===== src/rtl/alu_issue_stage.sv =====
// ID/EX issue stage for the 32-bit compare/add ALU: decode, operand forwarding, load-use stall, output register.
// Optional ALU_ISSUE_STATS_EN adds saturating issue/stall counters.
module alu_issue_stage #(
  parameter int DATA_W = 32,
  parameter int IMM_W  = 16
) (
  input  logic              clk,
  input  logic              reset,
  input  logic              in_valid,
  output logic              in_ready,
  input  logic [5:0]        in_opcode,
  input  logic [5:0]        in_func,
  input  logic [4:0]        in_rs1,
  input  logic [4:0]        in_rs2,
  input  logic [4:0]        in_rd,
  input  logic [DATA_W-1:0] in_rs1_data,
  input  logic [DATA_W-1:0] in_rs2_data,
  input  logic [IMM_W-1:0]  in_imm,
  input  logic              exmem_wr_en,
  input  logic [4:0]        exmem_rd,
  input  logic [DATA_W-1:0] exmem_data,
  input  logic              memwb_wr_en,
  input  logic [4:0]        memwb_rd,
  input  logic [DATA_W-1:0] memwb_data,
  input  logic              ex_load_pending,
  input  logic [4:0]        ex_load_rd,
  input  logic              flush,
  output logic              out_valid,
  input  logic              out_ready,
  output logic [DATA_W-1:0] out_in1,
  output logic [DATA_W-1:0] out_in2,
  output logic [4:0]        out_sel,
  output logic [4:0]        out_rd,
  output logic              out_wr_en,
  output logic              out_illegal
`ifdef ALU_ISSUE_STATS_EN
  ,
  output logic [31:0]       stat_issued,
  output logic [31:0]       stat_stalls
`endif
);

  localparam logic [4:0] SEL_ADD = 5'b00000;
  localparam logic [4:0] SEL_SUB = 5'b11000;
  localparam logic [4:0] SEL_SEQ = 5'b10000;
  localparam logic [4:0] SEL_SNE = 5'b10001;
  localparam logic [4:0] SEL_SLT = 5'b10010;
  localparam logic [4:0] SEL_SGT = 5'b10011;
  localparam logic [4:0] SEL_SLE = 5'b10100;
  localparam logic [4:0] SEL_SGE = 5'b10110;

  logic [4:0]        w_sel;
  logic              w_legal;
  logic              w_is_r;
  logic              w_uses_rs2;
  logic              w_hazard;
  logic              w_accept;
  logic [DATA_W-1:0] w_imm_ext;
  logic [DATA_W-1:0] w_in1;
  logic [DATA_W-1:0] w_in2;

  logic              r_valid;
  logic [DATA_W-1:0] r_in1;
  logic [DATA_W-1:0] r_in2;
  logic [4:0]        r_sel;
  logic [4:0]        r_rd;
  logic              r_wr_en;
  logic              r_illegal;

  // Youngest producer wins; register 0 always reads as zero.
  function automatic logic [DATA_W-1:0] fwd(
    input logic [4:0]        rs,
    input logic [DATA_W-1:0] rf_data,
    input logic              em_en,
    input logic [4:0]        em_rd,
    input logic [DATA_W-1:0] em_data,
    input logic              mw_en,
    input logic [4:0]        mw_rd,
    input logic [DATA_W-1:0] mw_data
  );
    if (rs == 5'd0)                  return '0;
    else if (em_en && em_rd == rs)   return em_data;
    else if (mw_en && mw_rd == rs)   return mw_data;
    else                             return rf_data;
  endfunction

  always_comb begin
    w_sel   = SEL_ADD;
    w_legal = 1'b1;
    w_is_r  = (in_opcode == 6'h00);
    if (w_is_r) begin
      case (in_func)
        6'h20, 6'h21: w_sel = SEL_ADD;
        6'h22, 6'h23: w_sel = SEL_SUB;
        6'h28:        w_sel = SEL_SEQ;
        6'h29:        w_sel = SEL_SNE;
        6'h2A:        w_sel = SEL_SLT;
        6'h2B:        w_sel = SEL_SGT;
        6'h2C:        w_sel = SEL_SLE;
        6'h2D:        w_sel = SEL_SGE;
        default:      w_legal = 1'b0;
      endcase
    end else begin
      case (in_opcode)
        6'h08:   w_sel = SEL_ADD;
        6'h0A:   w_sel = SEL_SUB;
        6'h18:   w_sel = SEL_SEQ;
        6'h19:   w_sel = SEL_SNE;
        6'h1A:   w_sel = SEL_SLT;
        6'h1B:   w_sel = SEL_SGT;
        6'h1C:   w_sel = SEL_SLE;
        6'h1D:   w_sel = SEL_SGE;
        default: w_legal = 1'b0;
      endcase
    end
    if (!w_legal) w_sel = SEL_ADD;
  end

  assign w_uses_rs2 = w_legal && w_is_r;
  assign w_imm_ext  = {{(DATA_W-IMM_W){in_imm[IMM_W-1]}}, in_imm};

  assign w_in1 = fwd(in_rs1, in_rs1_data, exmem_wr_en, exmem_rd, exmem_data,
                     memwb_wr_en, memwb_rd, memwb_data);
  assign w_in2 = w_is_r ? fwd(in_rs2, in_rs2_data, exmem_wr_en, exmem_rd, exmem_data,
                              memwb_wr_en, memwb_rd, memwb_data)
                        : w_imm_ext;

  // Illegal instructions read no sources, so they never stall on a load.
  assign w_hazard = in_valid && ex_load_pending && (ex_load_rd != 5'd0) &&
                    ((w_legal && ex_load_rd == in_rs1) ||
                     (w_uses_rs2 && ex_load_rd == in_rs2));

  assign in_ready = !w_hazard && (!r_valid || out_ready);
  assign w_accept = in_valid && in_ready && !flush;

  always_ff @(posedge clk or posedge reset) begin
    if (reset) begin
      r_valid   <= 1'b0;
      r_in1     <= '0;
      r_in2     <= '0;
      r_sel     <= '0;
      r_rd      <= '0;
      r_wr_en   <= 1'b0;
      r_illegal <= 1'b0;
    end else if (flush) begin
      r_valid <= 1'b0;
    end else if (w_accept) begin
      r_valid   <= 1'b1;
      r_in1     <= w_in1;
      r_in2     <= w_in2;
      r_sel     <= w_sel;
      r_rd      <= in_rd;
      r_wr_en   <= w_legal && (in_rd != 5'd0);
      r_illegal <= !w_legal;
    end else if (out_ready) begin
      r_valid <= 1'b0;
    end
  end

  assign out_valid   = r_valid;
  assign out_in1     = r_in1;
  assign out_in2     = r_in2;
  assign out_sel     = r_sel;
  assign out_rd      = r_rd;
  assign out_wr_en   = r_wr_en;
  assign out_illegal = r_illegal;

`ifdef ALU_ISSUE_STATS_EN
  logic [31:0] r_issued;
  logic [31:0] r_stalls;

  always_ff @(posedge clk or posedge reset) begin
    if (reset) begin
      r_issued <= '0;
      r_stalls <= '0;
    end else begin
      if (w_accept && r_issued != 32'hFFFF_FFFF)
        r_issued <= r_issued + 32'd1;
      if (in_valid && !in_ready && r_stalls != 32'hFFFF_FFFF)
        r_stalls <= r_stalls + 32'd1;
    end
  end

  assign stat_issued = r_issued;
  assign stat_stalls = r_stalls;
`endif

endmodule


===== config.mk =====
export PLATFORM = sky130hd
export DESIGN_NAME = alu_issue_stage
export DESIGN_NICKNAME = d
export VERILOG_FILES = /design/src/rtl/alu_issue_stage.sv
export SDC_FILE = /design/constraint.sdc
export NUM_CORES = 1
export LEC_CHECK = 0
export ABC_AREA = 1
export BUFFER_PORTS_ARGS = -buffer_cell sky130_fd_sc_hd__buf_2
export CORE_MARGIN = 2
export CORE_UTILIZATION = 40
export DETAILED_ROUTE_END_ITERATION = 12
export PLACE_DENSITY = 0.7
export SYNTH_ARGS = -nofsm -noshare
export SYNTH_HDL_FRONTEND = slang
export SYNTH_SLANG_ARGS = --single-unit

===== constraint.sdc =====
create_clock -name clk -period 2.3 [get_ports clk]
set_input_delay 0 -clock clk [delete_from_list [all_inputs] [get_ports clk]]
set_output_delay 0 -clock clk [all_outputs]
set_load 0.01 [all_outputs]

# Word level (Yosys, flattened, before mapping)
# Index checks and enable logic that the tools add are counted.
[classes]
n_eq_ne = 24
mux = 17
n_bitwise = 1
reduce_logical = 30
[op_table]
columns = ["cell", "count"]
rows = [
  ["32-bit 2-to-1 mux", 7],
  ["5-bit case mux with 7 select lines", 2],
  ["6-bit equality test (second input constant)", 10],
  ["6-bit by 5-bit equality test with 1-bit output (second input constant)", 6],
  ["5-bit equality test", 6],
  ["1-bit logical AND", 14],
  ["6-bit by 4-bit equality test with 1-bit output (second input constant)", 2],
  ["5-bit zero test", 2],
  ["5-bit 2-to-1 mux", 2],
  ["5-bit nonzero test", 2],
  ["10-bit OR reduction", 1],
  ["8-bit OR reduction", 1],
  ["6-bit zero test", 1],
  ["1-bit 2-to-1 mux", 6],
  ["1-bit zero test", 4],
  ["3-bit nonzero test", 1],
  ["1-bit logical OR", 2],
  ["2-bit AND reduction", 1],
  ["2-bit OR reduction", 1],
  ["1-bit inverter", 1],
]
[word_totals]
reg_bits = 77
in_bits = 194
output_inout_bits = 78
word_cells = 79

# Logic depth before layout (Yosys ltp)
# Gate-level depths: netlist of the first run.
[depth]
word_depth = 14
ltp_mapped = 13
ltp_nobuf = 11

# Worst setup path before layout of the first run
# OpenSTA, ideal clock, no wires.
[synth_path]
kind = "input port to flip-flop"
start = "in in_opcode[4]"
end = "reg r_in2[0] (netlist: out_in2[0])"
setup_time_ps = 118
t_arrival_ps = 1178
t_required_ps = 2182
slack_ps = 1004
cell_stages = 12
n_path_buf = 2
path_cell_list = "nor2_2 > nand2_2 > nor2_4 > nand2_1 > nand3_2 > nand2_1 > nand2_1 > a21oi_1 > buf_2 > buf_4 > nand3_1 > nand2_1"
[synth_via]
elab_chain_len = 13
elab_cells_between_ends = 23
classes_between = "eq/ne: 8; mux: 3; reduce/logical: 12"
[synth_lines]
columns = ["item", "line_no", "rtl"]
rows = [
  ["from (decl)", "11", "input logic [5:0] in_opcode,"],
  ["6-bit by 5-bit equality test with 1-bit output or 6-bit by 4-bit equality test with 1-bit output (tied branches)", "104", "case (in_opcode)"],
  ["8-bit OR reduction (no line)", "-", ""],
  ["1-bit 2-to-1 mux", "104", ""],
  ["1-bit 2-to-1 mux", "91", "if (w_is_r) begin"],
  ["1-bit logical AND", "119", "assign w_uses_rs2 = w_legal && w_is_r;"],
  ["1-bit logical AND", "131", "(w_uses_rs2 && ex_load_rd == in_rs2));"],
  ["1-bit logical OR", "130", "((w_legal && ex_load_rd == in_rs1) ||"],
  ["1-bit logical AND", "129", "assign w_hazard = in_valid && ex_load_pending && (ex_load_rd != 5'd0) &&"],
  ["1-bit zero test", "133", "assign in_ready = !w_hazard && (!r_valid || out_ready);"],
  ["1-bit logical AND", "133", ""],
  ["1-bit logical AND (2 in a row)", "134", "assign w_accept = in_valid && in_ready && !flush;"],
  ["2-bit AND reduction (no line)", "-", ""],
  ["to (signal assigned)", "150", "r_in2 <= w_in2;"],
  ["to (decl)", "64", "logic [DATA_W-1:0] r_in2;"],
]
# Parallel ways exist; a longest one is shown, timed or not.
# A chain may end at the register's enable or synchronous reset.

# Worst setup path in the final report of the first run
[layout_path]
start = "reg r_valid (netlist: out_valid)"
end = "reg r_in1[28] (netlist: out_in1[28])"
[layout_via]
elab_chain_len = 6
[layout_lines]
columns = ["item", "line_no", "rtl"]
rows = [
  ["from (decl)", "62", "logic r_valid;"],
  ["from (signal assigned)", "138", "r_valid <= 1'b0;"],
  ["from (signal assigned)", "146", "r_valid <= 1'b0;"],
  ["from (signal assigned)", "148", "r_valid <= 1'b1;"],
  ["1-bit zero test", "133", ""],
  ["1-bit logical OR", "133", ""],
  ["1-bit logical AND", "133", ""],
  ["1-bit logical AND (2 in a row)", "134", ""],
  ["2-bit AND reduction (no line)", "-", ""],
  ["to (signal assigned)", "149", "r_in1 <= w_in1;"],
  ["to (decl)", "63", "logic [DATA_W-1:0] r_in1;"],
]
# No other way between the ends.

==> results of run 1 <==
## path summary, 6_finish.rpt
| check | endpoint | slack, ps |
|---|---|---|
| worst min-delay path | out_in2[14]$_DFFE_PP0P_ | 10 |
| worst max register to register | out_in1[28]$_DFFE_PP0P_ | 680 |
| max in group asynchronous | out_rd[1]$_DFFE_PP0P_ | 1300 |
| min in group asynchronous | out_in2[13]$_DFFE_PP0P_ | 320 |
| worst max-delay path | out_in1[28]$_DFFE_PP0P_ | 680 |
| worst min register to register | out_rd[1]$_DFFE_PP0P_ | 470 |
## logic make-up (layout without fill, tap and decap cells)
group,Yosys count,in the layout,share of synthesized area [%]
AOI/OAI and AO/OA,15,15,1.32
buffers and inverters,138,386,9.88
and+or+nand+nor,788,788,55.7
DFF,77,77,31.8
xor gates and xnor gates,9,9,1.30
other,0,1,0
## power by group through the flow
stage | combinational [mW] | sequential (mW) | clock [mW]
after floorplan | 0.593 | 1.79 | 0
after global placement | 1.30 | 1.71 | 0
after detailed placement | 1.33 | 1.70 | 0
after CTS | 1.34 | 1.68 | 1.77
after global routing | 1.49 | 1.71 | 1.83
final | 1.34 | 1.68 | 1.75
## layout by cell type (no fill, tap or decap), types with 5 or more instances in the layout
master / n
dlygate4sd3_1: 9
nand2_1: 396
o21ai_0: 6
nor2_1: 153
buf_4: 15
nand3_2: 5
xnor2_1: 6
dfrtp_1: 77
nand3_1: 139
inv_1: 61
nor2_4: 8
clkbuf_16: 9
nand4_1: 79
buf_2: 271
inv_2: 6
buf_12: 6
## per-stage QoR
step	std cells	area [sq um]
2_1_floorplan	1027	6050
3_3_place_gp	1434	7640
3_5_place_dp	1434	7640
4_1_cts	1459	8100
5_1_grt	1460	8100
6_report	1460	8100
## registers in the layout, indices dropped and copies added, names as in the netlist
signal	flops
out_in1	32
out_in2	32
out_rd	5
out_sel	5
out_illegal	1
out_valid	1
out_wr_en	1
## layout make-up
cell class / instances / area (sq um) / share of cell area (%)
multi-input combinational: 812 / 3630 / 44.9
sequential: 77 / 1930 / 23.8
timing repair buffer: 301 / 1680 / 20.7
inverter: 69 / 260 / 3.21
tap: 184 / 230 / 2.84
clock buffer: 10 / 229 / 2.83
clock inverter: 6 / 135 / 1.67
antenna: 1 / 2.50 / 0.0309
## per-layer routing
metal  vias up  wire, microns  global-route usage, %
met2       446          10500                   45.5
met3        42           2120                   4.77
met5         -             11                      0
met1      3444           9930                   38.5
met4         2            469                   8.60
li1       3777              -                      -
## worst max-delay path, stage by stage, from the launching register on
cell	delay, ps
dfrtp_1	360
inv_1	40
nor2_1	250
inv_1	310
nand3_4	190
buf_12	220
nand2_1	90
nand2_1	70
==> results.md, run 1 <==
* Status: completed
* Slew Viols, Final at 0
* TritonRoute pass-1 iters at 7
* Clk pwr share at 36.6%
* 1st-iter DRT viols at 653
* Global-route wire length before repair at 36.4 mm
* Internal cell power at 3.26 mW
* Root buffer cell: clkbuf_16
* Top-count cell post-synth: nand2_1
* Seq pwr share at 35.3%
* WP data arrival at 1890 ps
* CP Class: reg2reg
* Antenna violations before repair at 2
* Final Util at 55.3%
* Worst-path clk slew at 60 ps
* Post-synth EDFFs at 0
* H-tree Lvls at 3
* Critical path startpoint category: flop
* Max IR drop VDD at 358 uV
* Vias/cell at 5.28
* Fraction of layout cells with a size suffix above 1 at 26.4%
* TritonCTS buffer count at 9
* Syn. warnings at 0
* Area leader, netlist: dfrtp_1
* Grt ovf at 0
* Register area share after synthesis at 31.8%
* FP Rows at 44
* Setup-failing EPs final at 0
* Pwr/cell area at 590 nW/um^2
* RSZ-0062 raised after global routing: false
* Antenna Nets Post-Route at 0
* Worst reg-to-reg path cell count at 7
* Total Wirelength at 23.1 mm
* # DRC at 0
* Die Ht at 127 microns
* Max Cap Viol at 0
* Sw Share at 31.8%
* Slew headroom at 47.7%
* Combinational power share at 28.1%
* Synth Cell Area at 6050 sq um
* Dpl ws at 520 ps
* Fin. Hold Viols at 0
* P_leak at 4.84 nW
* Avg Cell Area, Syn at 5.89 sq um
* P_sw at 1.52 mW
* Top_reg_cell synth: dfrtp_1
* HP Class: in2reg
* Worst Setup SP: out_valid$_DFFE_PP0P_
* Clock sinks at 77
* Routability Congestion at 0.915
* Worst reg2reg startpoint: out_valid$_DFFE_PP0P_
* Hold buffer count at CTS at 9
* FFs w/ async S/R, synth at 100%
* Hold path cells at 5
* Clock latency on the worst-skew pair at 330 ps
* Synthesis-to-layout area growth at 33.8%
* Netlist cell types at 25
* Net Count, Synth at 1221
* Vias in the first global route at 6940
* Boundary pin count at 272
* Hold Path Origin: in_imm[14]
* HPWL Detailed at 16.1 mm
* Tot GR Track Use at 28.0%
* FILL cells at 1468
* Worst setup EP type: flop
* Tightest Pin Transition at 782 ps
* Layout Nets at 1464
* Final period utilization at 70.6%
* Area of the core at 14600 sq um
* Setup bufs post-CTS at 0
* Min Hold Slack at 11.9 ps
* Power Total at 4.78 mW
* Synth top area share at 31.8%
* Area contributors post-synth: dfrtp_1 (32%), nand2_1 (25%), nand3_1 (12%), nor2_1 (9.9%), nand4_1 (8.2%)
* Final setup TNS at 0 ps
* Post-CTS Resized at 0
* Flops & latches, synth at 77
* Crit Path Max Fanout at 41
* WP data required at 2570 ps
* Largest net degree at the start of global routing at 66
* Die X at 127 microns
* Clk_skew at 7.39 ps
* Initial Utilization at 41.3%
* Clk buf depth at 2
* Routed WL per cell at 15.8 microns
* Port Buf Inserts at 271
* Top cells by count, synth: nand2_1 (396), nor2_1 (160), nand3_1 (143), nand4_1 (79), dfrtp_1 (77)
* Die ar. at 16100 sq um
* Maximum operating frequency at 0.616 GHz
* Final min period at 1620 ps
* Post-route setup slack at 676 ps
* CTS tree: done
* Mapped Cells at 1027
* Vias at 7711
Power figures use the tool's default switching activity.
==> run 2, diff against run 1 <==
- clock period: 2.3 -> 1.5 ns (I/O delays scaled with it)
==> run 2 against run 1 <==
Net effect: sequential share of layout area shrank 0.69 points; power rose by 46%; clock-buffer cell count increased by 1; largest cell class unchanged; clock power rose by 27%.
==> results.md, run 2 (synthesis results as in run 1) <==
* Layout Nets at 1483
* Die ar. at 16100 sq um
* Boundary pin count at 272
* Top Metal Used: met4
* CP Class: reg2out
* Hold path cells at 5
* Final Util at 57.0%
* Pwr/cell area at 837 nW/um^2
* Root buffer cell: clkbuf_16
* Antenna fix cells at 0
* H-tree Lvls at 3
* Max IR drop VDD at 593 uV
* Port Buf Inserts at 271
* P_leak at 4.96 nW
* TritonCTS buffer count at 9
* Post-CTS Resized at 0
* TritonRoute pass-1 iters at 5
* Finished Layout Cells at 1478
* Final min period at 1390 ps
* Internal cell power at 4.61 mW
* Clk pwr share at 32.0%
* Final setup TNS at 0 ps
* P_sw at 2.37 mW
* Antenna Nets Post-Route at 0
* Maximum operating frequency at 0.721 GHz
* Die X at 127 microns
* Levels on crit path at 5
* 1st-iter DRT viols at 820
* Fin. Hold Viols at 0
* Tot GR Track Use at 29.0%
* Vias/cell at 5.31
* Status: completed
* Crit path largest cell delay at 340 ps
* Fraction of layout cells with a size suffix above 1 at 27.2%
* Global-route wire length before repair at 37.6 mm
* Clk_skew at 7.32 ps
* WP data arrival at 1390 ps
* Die Ht at 127 microns
* Area of the core at 14600 sq um
* Setup-failing EPs final at 0
* Initial Utilization at 41.3%
* Synthesis-to-layout area growth at 37.8%
* Worst-path clk slew at 60 ps
* Commonest non-fill, non-tap cell in the layout: nand2_1
* Antenna violations before repair at 0
* Seq pwr share at 37.1%
* Grt ovf at 0
* CTS tree: done
* RSZ-0062 raised after global routing: false
* # DRC at 0
* Vias in the first global route at 7378
* Combinational power share at 30.9%
* Routability Congestion at 0.903
* Worst path bufs/invs at 3
* Critical path startpoint category: flop
* Routed WL per cell at 16.1 microns
* Met2 wire length at 10.9 mm
* WP data required at 1500 ps
* Worst path slowest cell: dfrtp_1
* Critical path's top delay family: buffers and inverters
* Final period utilization at 92.5%
* Crit Path Max Fanout at 17
* WL met3 at 2.21 mm
* Slew Viols, Final at 0
* Tightest Pin Transition at 422 ps
* Clock latency on the worst-skew pair at 340 ps
* Largest net degree at the start of global routing at 78
* Crit-path cells: inv_1, nor2_1, a21oi_4, buf_12, buf_2
* Clock sinks at 77
* HP Class: in2reg
* HPWL Detailed at 16.6 mm
* Total Wirelength at 23.8 mm
* Worst setup EP type: output port
* Placed cell count at 1448
* Wire length on met1 at 10.3 mm
* Vias at 7855
* Slew headroom at 71.9%
* Commonest cells after routing, fill and taps aside: nand2_1 (396), buf_2 (271), nor2_1 (153), nand3_1 (139), nand4_1 (79)
* FP Rows at 44
* Sw Share at 34.0%
* Max Cap Viol at 0
* Clk buf depth at 2
* Worst reg-to-reg path cell count at 7
## run 2: cell types whose count changed in the layout (fill, tap and decap cells not counted)
cell           before  now
clkbuf_16           9   10
dlygate4sd3_1       9   12
diode_2             1    0
inv_6               0    1
buf_12              6   17
bufinv_16           4    1
buf_4              15   19
clkinvlp_4          2    3
clkbuf_8            0    1
## run 2: layout make-up
cell class,instances,area [sq um]
clock buffers,11,243
well taps,184,230
repair buffers,320,1980
inverters,69,263
flip-flops and latches,77,1930
clock inverters,5,58.8
fillers,1496,6300
multi-input cells,812,3630
## run 2: metrics by stage
step | hold WS [ps] | area [sq um] | worst slack [ps] | power, mW
2_1_floorplan | 94.7 | 6060 | 204 | 3.66
3_3_place_gp | 156 | 7890 | 60.3 | 4.70
3_5_place_dp | 154 | 7890 | 29.7 | 4.72
4_1_cts | 4.01 | 8310 | 20.8 | 7.00
5_1_grt | 58.9 | 8340 | 10.3 | 7.38
6_report | 25.3 | 8340 | 113 | 6.98
## run 2: per-layer routing
metal / track usage, % / up-vias
met5: 0 / -
met4: 7.63 / 0
met3: 5.57 / 37
met2: 46.9 / 419
met1: 40.1 / 3588
li1: - / 3811
## run 2: worst register-to-register path, delay by kind of cell (launching register included)
| family | cells | cell delay (ps) |
|---|---|---|
| buffers and inverters | 3 | 380 |
| DFF | 1 | 340 |
| and+or+nand+nor | 4 | 590 |
## run 2: path summary, 6_finish.rpt
path                                       start                 endpoint  slack (ps)
max in group asynchronous                  reset   out_in1[4]$_DFFE_PP0P_         840
min                                   in_imm[14]  out_in2[14]$_DFFE_PP0P_          30
max reg2reg                out_valid$_DFFE_PP0P_  out_in1[20]$_DFFE_PP0P_         130
min in group asynchronous                  reset  out_in1[14]$_DFFE_PP0P_         320
min reg2reg                out_rd[1]$_DFFE_PP0P_    out_rd[1]$_DFFE_PP0P_         470
max                        out_valid$_DFFE_PP0P_                 in_ready         110
## run 2: repair_timing
item / CTS / global route
endpoints found under the hold margin: 88 / 0
setup buffers: 0 / 1
setup endpoints to repair: 0 / 1
hold buffers: 12 / 0
## run 2: power by group through the flow
stage	sequential [mW]	combinational (mW)	clock, mW
2_1_floorplan	2.75	0.911	0
3_3_place_gp	2.63	2.07	0
3_5_place_dp	2.61	2.11	0
4_1_cts	2.59	2.13	2.28
5_1_grt	2.63	2.40	2.36
6_report	2.59	2.16	2.23
